File: src/rtl/alu_pkg.sv
// Shared types for the execute-stage ALU/MDU: op encodings, FSM states and the
// iterative-op classifier.
package alu_pkg;

  localparam int DEFAULT_WIDTH = 32;

  typedef enum logic [4:0] {
    OP_ADD    = 5'd0,
    OP_SUB    = 5'd1,
    OP_AND    = 5'd2,
    OP_OR     = 5'd3,
    OP_XOR    = 5'd4,
    OP_SLL    = 5'd5,
    OP_SRL    = 5'd6,
    OP_SRA    = 5'd7,
    OP_SLT    = 5'd8,
    OP_SLTU   = 5'd9,
    OP_MUL    = 5'd10,
    OP_MULH   = 5'd11,
    OP_MULHSU = 5'd12,
    OP_MULHU  = 5'd13,
    OP_DIV    = 5'd14,
    OP_DIVU   = 5'd15,
    OP_REM    = 5'd16,
    OP_REMU   = 5'd17
  } alu_op_e;

  typedef enum logic [1:0] {
    S_IDLE,
    S_BUSY,
    S_FIX,
    S_DONE
  } state_e;

  function automatic logic is_iter(alu_op_e o);
    return (o >= OP_MUL) && (o <= OP_REMU);
  endfunction

endpackage

File: src/rtl/mdu_iter.sv
// Iterative unsigned engine: shift-add multiply or restoring divide over
// operand magnitudes, one bit per cycle for WIDTH cycles.
module mdu_iter #(
  parameter int WIDTH = 32
) (
  input  logic             clk,
  input  logic             rst,
  input  logic             start,
  input  logic             is_div,
  input  logic [WIDTH-1:0] a,
  input  logic [WIDTH-1:0] b,
  output logic             done,
  output logic [WIDTH-1:0] hi,
  output logic [WIDTH-1:0] lo
);

  localparam int CW = $clog2(WIDTH) + 1;

  logic [CW-1:0]    cnt;
  logic [WIDTH-1:0] m_r;
  logic             div_r;
  logic [WIDTH:0]   mul_sum;
  logic [WIDTH:0]   div_shift;
  logic [WIDTH:0]   div_diff;

  // hi:lo is the product for multiply, remainder:quotient for divide
  always_comb begin
    mul_sum   = {1'b0, hi} + (lo[0] ? {1'b0, m_r} : '0);
    div_shift = {hi, lo[WIDTH-1]};
    div_diff  = div_shift - {1'b0, m_r};
  end

  assign done = (cnt == CW'(1));

  always_ff @(posedge clk) begin
    if (rst) begin
      cnt   <= '0;
      hi    <= '0;
      lo    <= '0;
      m_r   <= '0;
      div_r <= 1'b0;
    end else if (start) begin
      cnt   <= CW'(WIDTH);
      hi    <= '0;
      div_r <= is_div;
      lo    <= is_div ? a : b;
      m_r   <= is_div ? b : a;
    end else if (cnt != '0) begin
      cnt <= cnt - 1'b1;
      if (div_r) begin
        if (!div_diff[WIDTH]) begin
          hi <= div_diff[WIDTH-1:0];
          lo <= {lo[WIDTH-2:0], 1'b1};
        end else begin
          hi <= div_shift[WIDTH-1:0];
          lo <= {lo[WIDTH-2:0], 1'b0};
        end
      end else begin
        hi <= mul_sum[WIDTH:1];
        lo <= {mul_sum[0], lo[WIDTH-1:1]};
      end
    end
  end

endmodule

File: src/rtl/alu_mdu.sv
// Registered execute-stage ALU with iterative RISC-V M multiply/divide behind a
// valid/ready handshake.
module alu_mdu
  import alu_pkg::*;
#(
  parameter int WIDTH = DEFAULT_WIDTH
) (
  input  logic             clk,
  input  logic             rst,
  input  logic             in_valid,
  output logic             in_ready,
  input  logic [WIDTH-1:0] x,
  input  logic [WIDTH-1:0] y,
  input  logic [4:0]       op,
  output logic             out_valid,
  input  logic             out_ready,
  output logic [WIDTH-1:0] f,
  output logic             zero,
  output logic             busy
);

  localparam int SHW = $clog2(WIDTH);
  localparam logic [WIDTH-1:0] MIN_NEG = {1'b1, {(WIDTH-1){1'b0}}};

  state_e  state, state_nx;
  alu_op_e op_in, op_r;
  logic    neg_r;

  logic             start, done, load_quick;
  logic             is_div_op, y_zero, ovf, quick;
  logic             x_sgn, y_sgn, x_neg, y_neg, neg_in;
  logic [SHW-1:0]   shamt;
  logic [WIDTH-1:0] alu_res, quick_res, fix_res;
  logic [WIDTH-1:0] x_mag, y_mag, hi, lo, q_n, r_n;
  logic [2*WIDTH-1:0] prod_n;

  assign op_in = alu_op_e'(op);
  assign shamt = y[SHW-1:0];

  always_comb begin
    alu_res = x;
    case (op_in)
      OP_ADD:  alu_res = x + y;
      OP_SUB:  alu_res = x - y;
      OP_AND:  alu_res = x & y;
      OP_OR:   alu_res = x | y;
      OP_XOR:  alu_res = x ^ y;
      OP_SLL:  alu_res = x << shamt;
      OP_SRL:  alu_res = x >> shamt;
      OP_SRA:  alu_res = $signed(x) >>> shamt;
      OP_SLT:  alu_res = {{(WIDTH-1){1'b0}}, ($signed(x) < $signed(y))};
      OP_SLTU: alu_res = {{(WIDTH-1){1'b0}}, (x < y)};
      default: alu_res = x;
    endcase
  end

  // Divide-by-zero and signed overflow finish in one cycle without iterating
  always_comb begin
    is_div_op = op_in inside {OP_DIV, OP_DIVU, OP_REM, OP_REMU};
    y_zero    = (y == '0);
    ovf       = (op_in == OP_DIV || op_in == OP_REM) && (x == MIN_NEG) && (y == '1);
    quick     = !is_iter(op_in) || (is_div_op && (y_zero || ovf));
    if (is_div_op && y_zero)
      quick_res = (op_in == OP_DIV || op_in == OP_DIVU) ? '1 : x;
    else if (ovf)
      quick_res = (op_in == OP_DIV) ? x : '0;
    else
      quick_res = alu_res;
  end

  always_comb begin
    x_sgn  = op_in inside {OP_MULH, OP_MULHSU, OP_DIV, OP_REM};
    y_sgn  = op_in inside {OP_MULH, OP_DIV, OP_REM};
    x_neg  = x_sgn & x[WIDTH-1];
    y_neg  = y_sgn & y[WIDTH-1];
    x_mag  = x_neg ? -x : x;
    y_mag  = y_neg ? -y : y;
    neg_in = (op_in == OP_REM) ? x_neg : (x_neg ^ y_neg);
  end

  mdu_iter #(.WIDTH(WIDTH)) u_mdu (
    .clk    (clk),
    .rst    (rst),
    .start  (start),
    .is_div (is_div_op),
    .a      (x_mag),
    .b      (y_mag),
    .done   (done),
    .hi     (hi),
    .lo     (lo)
  );

  // High-half sign correction needs the full 2*WIDTH negate so borrows reach it
  always_comb begin
    prod_n = neg_r ? -{hi, lo} : {hi, lo};
    q_n    = neg_r ? -lo : lo;
    r_n    = neg_r ? -hi : hi;
    case (op_r)
      OP_MUL:                         fix_res = prod_n[WIDTH-1:0];
      OP_MULH, OP_MULHSU, OP_MULHU:   fix_res = prod_n[2*WIDTH-1:WIDTH];
      OP_DIV, OP_DIVU:                fix_res = q_n;
      default:                        fix_res = r_n;
    endcase
  end

  always_comb begin
    state_nx   = state;
    start      = 1'b0;
    load_quick = 1'b0;
    case (state)
      S_IDLE: begin
        if (in_valid) begin
          if (quick) begin
            load_quick = 1'b1;
            state_nx   = S_DONE;
          end else begin
            start    = 1'b1;
            state_nx = S_BUSY;
          end
        end
      end
      S_BUSY:  if (done) state_nx = S_FIX;
      S_FIX:   state_nx = S_DONE;
      S_DONE:  if (out_ready) state_nx = S_IDLE;
      default: state_nx = S_IDLE;
    endcase
  end

  assign in_ready  = (state == S_IDLE);
  assign out_valid = (state == S_DONE);
  assign busy      = (state == S_BUSY) || (state == S_FIX);

  always_ff @(posedge clk) begin
    if (rst) begin
      state <= S_IDLE;
      op_r  <= OP_ADD;
      neg_r <= 1'b0;
      f     <= '0;
      zero  <= 1'b1;
    end else begin
      state <= state_nx;
      if (start) begin
        op_r  <= op_in;
        neg_r <= neg_in;
      end
      if (load_quick) begin
        f    <= quick_res;
        zero <= (quick_res == '0);
      end else if (state == S_FIX) begin
        f    <= fix_res;
        zero <= (fix_res == '0);
      end
    end
  end

endmodule
File: config.mk
export PLATFORM = sky130hd
export DESIGN_NAME = alu_mdu
export DESIGN_NICKNAME = d
export VERILOG_FILES = /design/src/rtl/alu_pkg.sv /design/src/rtl/mdu_iter.sv /design/src/rtl/alu_mdu.sv
export SDC_FILE = /design/constraint.sdc
export NUM_CORES = 1
export LEC_CHECK = 0
export CAP_MARGIN = 10
export CORE_ASPECT_RATIO = 1.4
export CORE_MARGIN = 8
export CORE_UTILIZATION = 37
export DETAILED_ROUTE_END_ITERATION = 8
export GPL_TIMING_DRIVEN = 0
export SYNTH_ARGS = -nofsm -noshare
export SYNTH_HDL_FRONTEND = slang
export SYNTH_SLANG_ARGS = --single-unit
File: constraint.sdc
create_clock -name clk -period 12.99 [get_ports clk]
set_input_delay 2.598 -clock clk [delete_from_list [all_inputs] [get_ports clk]]
set_output_delay 2.598 -clock clk [all_outputs]
set_load 0.1 [all_outputs]
# Yosys cells after proc, flatten, opt, wreduce, memory -nomap -nowiden
# Index checks and enable logic that the tools add are counted.
[totals] regBits=144 input_bits=73 out_inout_bits=36 elab_cells=128
[classes] n_addsub=10 order_cmp=4 eq_ne=30 shift=3 muxes=38 bitwise=6 n_reduce_logical=26
[ops] cell="2-to-1 mux 32 bit" n=18
[ops] cell="case mux 32 bit (10 select lines)" n=1
[ops] cell="negation 32 bit" n=4
[ops] cell="logical NOT 32 bit" n=3
[ops] cell="case mux 32 bit (3 select lines)" n=1
[ops] cell="== test 32 bit, second input constant" n=2
[ops] cell="< comparator 32 bit" n=2
[ops] cell="2-to-1 mux 64 bit" n=1
[ops] cell="negation 64 bit" n=1
[ops] cell="== test 5 x 4 -> 1 bit, second input constant" n=12
[ops] cell="adder 32 x 33 -> 33 bit" n=1
[ops] cell="subtractor 33 x 32 -> 33 bit" n=1
[ops] cell="adder 32 bit" n=1
[ops] cell="bitwise AND 32 bit" n=1
[ops] cell="OR 32 bit" n=1
[ops] cell="left shift 32 x 5 -> 32 bit" n=1
[ops] cell=">> shifter 32 x 5 -> 32 bit" n=1
[ops] cell=">>> shifter 32 x 5 -> 32 bit" n=1
[ops] cell="subtractor 32 bit" n=1
[ops] cell="XOR 32 bit" n=1
[ops] cell="== test 5 x 3 -> 1 bit, second input constant" n=4
[ops] cell="2-to-1 mux 6 bit" n=2
[ops] cell="== test 5 x 2 -> 1 bit, second input constant" n=2
[ops] cell="== test 5 bit, second input constant" n=2
[ops] cell="26 further kinds" n=52

# Longest topological paths before layout
# Gate-level depths: netlist (run 1).
[logic_depth] depth_word=11 mapped_depth=19 ltp_nobuf=16

# Cells and area by module
# Synthesis (run 1) repeated with hierarchy kept, for this count alone.
[unflattened] hier_cells=3542 area_unflattened_um2=25349.3
[by_module_without_submodules] mod="alu_mdu" instances=1 cells_per_inst=2374 area_each_um2=16176.8 seq_area_each_um2=820.8
[by_module_without_submodules] mod="mdu_iter" instances=1 cells_per_inst=1168 area_each_um2=9172.5 seq_area_each_um2=2062.0

# Worst setup path after synthesis (run 1)
# Ideal clock, no wire load.
[synth_path] path_kind="input-to-reg" startpoint="input port y[3]" endpoint="register zero" setup_time_ns=0.073 arrival_time_ns=7.086 t_required_ns=12.917 slack_ns=5.831 stages=19 path_buffers=5 path_cell_list="clkbuf_1 clkinv_1 buf_1 clkbuf_1 buf_1 ha_1 clkbuf_1 or3_1 o221ai_1 o211a_1 nor2_1 o31ai_2 a31oi_1 o41ai_1 o41ai_1 o32ai_1 nand4_1 a2111o_1 o211ai_2"
[synth_via] elab_chain_cells=9 elab_cells_between_ends=26 classes_between="add/sub: 2; order compare: 2; eq/ne: 1; shift: 3; mux: 7; bitwise: 3; reduce/logical: 8"
[synth_lines] element="start: declaration" line="alu_mdu.sv:13" text="input logic [WIDTH-1:0] y,"
[synth_lines] element="branches (longest 9 deep; another with subtractor 32 bit)"
[synth_lines] element="end signal: assignment" line="alu_mdu.sv:148" text="zero <= (quick_res == '0);"
[synth_lines] element="end signal: assignment" line="alu_mdu.sv:151" text="zero <= (fix_res == '0);"
[synth_lines] element="end: declaration" line="alu_mdu.sv:18" text="output logic zero,"
# Parallel ways; which one is timed is not known.
# A chain may end at the register's enable or synchronous reset.

# Worst setup path in the final report (run 1)
# Same ends and word-level chain as after synthesis.

==> results.yml, run 1 <==
outcome:
  run_status: "finished clean"
worst_setup_path:
  crit_buf_inv: 7
  cp_data_arrival_time_ps: 11540
  reg2reg_setup_slack_ps: 6610
  crit_path_start_kind: "primary input"
  end_kind: "register"
  reg2reg_depth: 15
  worst_path_most_repeated_cell: "clkbuf_1"
  worstPathCellList: "clkdlybuf4s50_1, clkbuf_1, clkinv_1, buf_1, clkbuf_1, buf_1, ha_1, clkbuf_1, nand2b_1, o311ai_0, a21oi_1, a31oi_1, o21ai_0, a311o_1, a21boi_0, o21a_1, o22a_1, nor4_1, o2111ai_1, o211ai_2"
  crit_type: "in2reg"
  cp_max_fo: 11
  slowest_delay_ps: 930
  cpLargestDelayFamily: "compound AO/OA/AOI/OAI gates"
  cp-startpoint: "y[3]"
  required_ps: 13380
  reg2reg_to: "u_mdu.hi[14]"
  slowest_stage: "o21ai_0"
  crit-reg2reg-launch: "u_mdu.lo[31]"
sta:
  fin_crit_ps: 11150
  finalSetupViolCount: 0
  slew_headroom_pct: 3.187
  drv_slew: 0
  fin_ws_ps: 1837
  hold_viol: 0
  skew_ps: 20.50
  whs_ps: 452.3
  period_share_pct: 85.85
  rsz0062_at_grt: "false"
  setup_tns_ps: 0
  timing.fmax_mhz: 89.67
  tightestPinTransition_ps: 1412
synth:
  yosys.area_share.simple_pct: 23.37
  synth_top_area_share_pct: 12.08
  yosysUniqueCellTypes: 98
  syn_inst: 3401
  ys_seq_area_share_pct: 12.08
  synthAdderAreaFrac_pct: 9.567
  synth_xor_area_share_pct: 6.755
  netlist_area_mm2: 0.02386
  synthMuxAreaShare_pct: 10.14
  avgSynthCellArea_um2: 7.014
  synth_top_cell_by_area: "dfxtp_1"
  ys_top_cells_by_area: "dfxtp_1, ha_1, a21oi_1"
  ys.flop_type: "dfxtp_1"
  synth_top_family_by_area: "compound AO/OA/AOI/OAI gates"
  ys_ff_latch: 144
  synth_compound_area_share_pct: 31.09
  synth_warnings: 0
  synth.net_count: 3654
  async_flop_share_pct: 0
  synth_edf_count: 0
route:
  first_pass_iters: 7
  postRouteAntennaNets: 0
  initialDrtViolationCount: 2938
  wirelength_um: 164400
  wl_per_cell_um: 37.41
  vias: 29900
  drc: 0
  vias_per_cell: 6.803
clock_network:
  cts_hold_buf: 0
  post_cts_buffers: 0
  cts_max_level: 4
  cts.clk_slew.worst_paths_ps: 70
  cts-resized-gates: 0
  cts_tree: "done"
  cts_sinks: 144
  clock_latency_ps: 470
  clock-root-buffer: "clkbuf_16"
  cts_buffers: 17
  cts_buffer_depth: 2
grt:
  grt_max_degree: 17
  grt_pass1_wl_um: 225600
  overflow: 0
  first_global_vias: 29540
  grt_usage_pct: 43.55
  antenna_found_initial: 6
power_and_ir_drop:
  power.density_mw_per_mm2: 198.2
  ir_drop_mv: 0.2500
  p_leak_nw: 9.728
final_layout:
  area_growth_pct: 11.81
  multi_input_area_mm2: 0.01935
  nNetsFinal: 3789
  seq_area_mm2: 0.002883
  post_route_cells_drive_above_1_share_pct: 5.748
  fillers: 6937
floorplanning:
  die_area_mm2: 0.07297
  io_pins: 109
  die_h_um: 316.4
  core.rowCount: 110
  core_mm2: 0.06400
  die_x_um: 230.6
  start_util_pct: 37.27
place:
  dpl.hpwl_um: 134100
  place.gp.congestion: 1.108
  post-place-ws_ps: 1923
  portBuffers: 106
worst_hold_path:
  min_to: "u_mdu.m_r[11]"
  min-delay-start: "u_mdu.m_r[11]"
  hp-class: "reg2reg"
  whs_path_depth: 2
job:
  cap_violations: 0
[worst max path at each step]
stage	endpoint	slack, ps	cells past startpoint
global route	zero	1990	20
floorplan	zero	5830	19
detailed placement	zero	1920	18
finish	zero	1840	20
CTS	zero	2400	18
global placement	zero	1750	20
[synthesized netlist by cell type (53+ instances only)]
library cell and n:
nor2_1 378, mux4_2 57, dfxtp_1 144, mux2i_1 92, xnor2_1 131, o21ai_0 182
xor2_1 53, nand3_1 71, clkbuf_1 242, nand2_1 346, inv_1 148, a21oi_1 315
o211ai_1 138, a211oi_1 66, ha_1 176, nor3_1 86
[cell type report]
cell class | count | share of cell area (%)
Clock buffer | 18 | 1.647
Sequential cell | 144 | 10.81
Timing Repair Buffer | 116 | 4.306
Inverter | 151 | 2.125
Clock inverter | 14 | 0.4503
Antenna cell | 6 | 0.05629
Tap cell | 840 | 3.941
Buffer | 281 | 4.128
Multi-Input combinational cell | 2825 | 72.54
[cells by family after synthesis]
family                     Yosys count
muxes                              168
adders and majority gates          180
AOI/OAI and AO/OA                 1113
and+or+nand+nor                   1180
xor gates and xnor gates           184
DFF                                144
buffers and inverters              432
[power breakdown]
group / internal, mW / switching, mW / total [mW]
combinational: 1.29 / 2.73 / 4.02
clock: 0.255 / 0.237 / 0.492
sequential: 0.579 / 0.195 / 0.774
total: 2.13 / 3.16 / 5.29
[metal layers]
metal	routed length, um	global-route usage, %	vias to the layer above
met3	12070	10.18	918
met5	0	0	-
met2	77540	74.60	2005
met4	23890	51.93	0
met1	50910	39.10	14120
li1	-	-	12860
[layout by cell type (no fill, tap or decap), drive strengths merged, types with 19 or more instances in the layout]
cell,n
a211oi,66
a21o,38
a21oi,316
a31oi,32
and2,20
buf,47
clkbuf,262
clkdlybuf4s50,106
dfxtp,144
ha,176
inv,156
mux2,19
mux2i,92
mux4,57
nand2,346
nand2b,39
nand3,71
nand4,43
nor2,379
nor2b,31
nor3,87
nor4,35
o211ai,139
o21a,24
o21ai,189
o22ai,30
o31ai,43
o41ai,24
or2,22
or3,33
or4,23
xnor2,131
xor2,53
[sequential cells by signal (all words and copies together), names as in the netlist]
register	flops
f	32
neg_r	1
op_r	5
state	2
u_mdu.cnt	6
u_mdu.div_r	1
u_mdu.hi	32
u_mdu.lo	32
u_mdu.m_r	32
zero	1
[tightest hold or removal path: stages (launching register included)]
cell     delay (ps)
dfxtp_1         310
nand2_1          50
a21oi_1          50
[per-stage QoR]
step           power (mW)  instance area (um2)  util (%)  cells
6_report            5.286                26670     41.68   4395
3_3_place_gp        4.634                25970     40.57   4347
2_1_floorplan       3.308                23860         -   3401
5_1_grt             5.487                26660     41.65   4389
4_1_cts             5.129                26580     41.53   4384
3_5_place_dp        4.627                26020     40.66   4352
(Power assumes the default switching activity.)
==> run 2: changes to the inputs <==
Settings changed: REMOVE_ABC_BUFFERS set to 1.
Clock period 12.99 ns to 9.6 ns, I/O delays scaled along.
==> results.yml, run 2 (synthesis results as in run 1) <==
sta:
  tightestPinTransition_ps: 1379
  period_share_pct: 91.01
  skew_ps: 14.16
  rsz0062_at_grt: "false"
  drv_slew: 0
  hold_viol: 0
  slew_headroom_pct: 7.222
  setup_tns_ps: 0
  finalSetupViolCount: 0
  fin_crit_ps: 8737
  fin_ws_ps: 863.1
  timing.fmax_mhz: 114.5
power_and_ir_drop:
  p_sw_mw: 3.578
  p_comb_share_pct: 72.0
  clkPwrFrac_pct: 10.8
  ir_drop_mv: 0.1852
  power.density_mw_per_mm2: 251.3
  p_leak_nw: 9.599
  total_power_mw: 6.563
  power_switching_share_pct: 54.51
  power_frac_seq_pct: 17.2
  intPower_mw: 2.985
grt:
  antenna_found_initial: 2
  grt_usage_pct: 29.53
  grt_max_degree: 83
  overflow: 0
  first_global_vias: 25780
  grt_pass1_wl_um: 165400
clock_network:
  clock_latency_ps: 450
  cts_tree: "done"
  cts_hold_buf: 0
  cts_buffers: 17
  clock-root-buffer: "clkbuf_16"
  cts_sinks: 144
  cts_max_level: 4
  cts_buffer_depth: 2
  cts.clk_slew.worst_paths_ps: 70
  cts-resized-gates: 0
  post_cts_buffers: 0
worst_hold_path:
  min-delay-start: "u_mdu.m_r[8]"
  whs_path_depth: 2
  min_to: "u_mdu.m_r[8]"
  hp-class: "reg2reg"
worst_setup_path:
  cp_data_arrival_time_ps: 9120
  crit_type: "in2reg"
  cp_max_fo: 53
  crit_path_start_kind: "primary input"
  reg2reg_setup_slack_ps: 3620
  crit-reg2reg-launch: "u_mdu.lo[0]"
  cp-startpoint: "y[3]"
  required_ps: 9980
  reg2reg_to: "zero"
  reg2reg_depth: 14
  end_kind: "register"
final_layout:
  antenna_cells: 0
  nNetsFinal: 3529
  seq_area_mm2: 0.002888
  fin_area_mm2: 0.02611
  post_route_cells_drive_above_1_share_pct: 6.659
  final_common_cell: "nor2_1"
  area_growth_pct: 9.467
  multi_input_area_mm2: 0.01940
  fillers: 6841
  mostFrequentLayoutCells: "nor2_1, nand2_1, a21oi_1, o21ai_0, ha_1"
floorplanning:
  die_area_mm2: 0.07297
  core.rowCount: 110
  io_pins: 109
  die_h_um: 316.4
  core_mm2: 0.06400
  die_x_um: 230.6
  start_util_pct: 37.27
place:
  portBuffers: 108
  dpl.hpwl_um: 85930
  post-place-ws_ps: 968.6
  place_area_mm2: 0.02549
  place.gp.congestion: 1.022
route:
  vias_per_cell: 6.431
  drc: 0
  wl_per_cell_um: 27.15
  wirelength_um: 112100
  initialDrtViolationCount: 2579
  first_pass_iters: 7
  vias: 26560
  postRouteAntennaNets: 0
outcome:
  run_status: "finished clean"
job:
  cap_violations: 0
==> run 2: final cells by class <==
type	instances	share of cell area, %
Inverter	151	2.175
Multi-Input combinational cell	2825	74.28
Tap cell	840	4.025
Clock inverter	11	0.5941
Clock buffer	21	1.763
Sequential cell	144	11.06
Timing Repair Buffer	137	6.104
==> run 2: routing by layer <==
metal	wire, um	global-route usage [%]	vias to the layer above
met2	54170	51.27	1249
li1	-	-	12340
met1	41790	33.29	12580
met4	8620	20.09	2
met3	7497	4.179	383
met5	13	0	-
==> run 2: worst max path at each step <==
stage	endpoint	slack [ps]
after floorplan	u_mdu.hi[30]	3030
after global placement	u_mdu.hi[30]	-4390
after detailed placement	zero	970
after CTS	zero	1420
after global routing	zero	810
final	zero	860
==> run 2: critical path, stage by stage <==
cell,delay [ps]
buf_2,350
buf_12,300
clkinv_2,750
ha_1,730
nand2b_1,140
o311ai_0,210
a21oi_1,420
a31oi_1,430
o21ai_0,760
a311o_1,380
a21boi_0,380
o21a_1,350
o22a_1,290
nor4_1,1120
o2111ai_1,310
o211ai_2,230
==> run 2: power by group through the flow <==
stage | clock network [mW] | registers, mW | logic (mW)
finish | 0.711 | 1.13 | 4.73
global route | 0.740 | 1.16 | 5.12
CTS | 0.720 | 1.12 | 4.66
detailed placement | 0 | 1.13 | 4.63
global placement | 0 | 1.15 | 4.58
floorplan | 0 | 1.37 | 3.04
==> run 2: per-stage QoR <==
step | util [%] | instances | hold WS, ps
finish | 40.80 | 4129 | 451.6
global route | 40.80 | 4129 | 469.3
CTS | 40.79 | 4128 | 452.7
detailed placement | 39.83 | 4096 | 444.7
global placement | 38.89 | 4068 | 438.9
floorplan | - | 3120 | 425.7
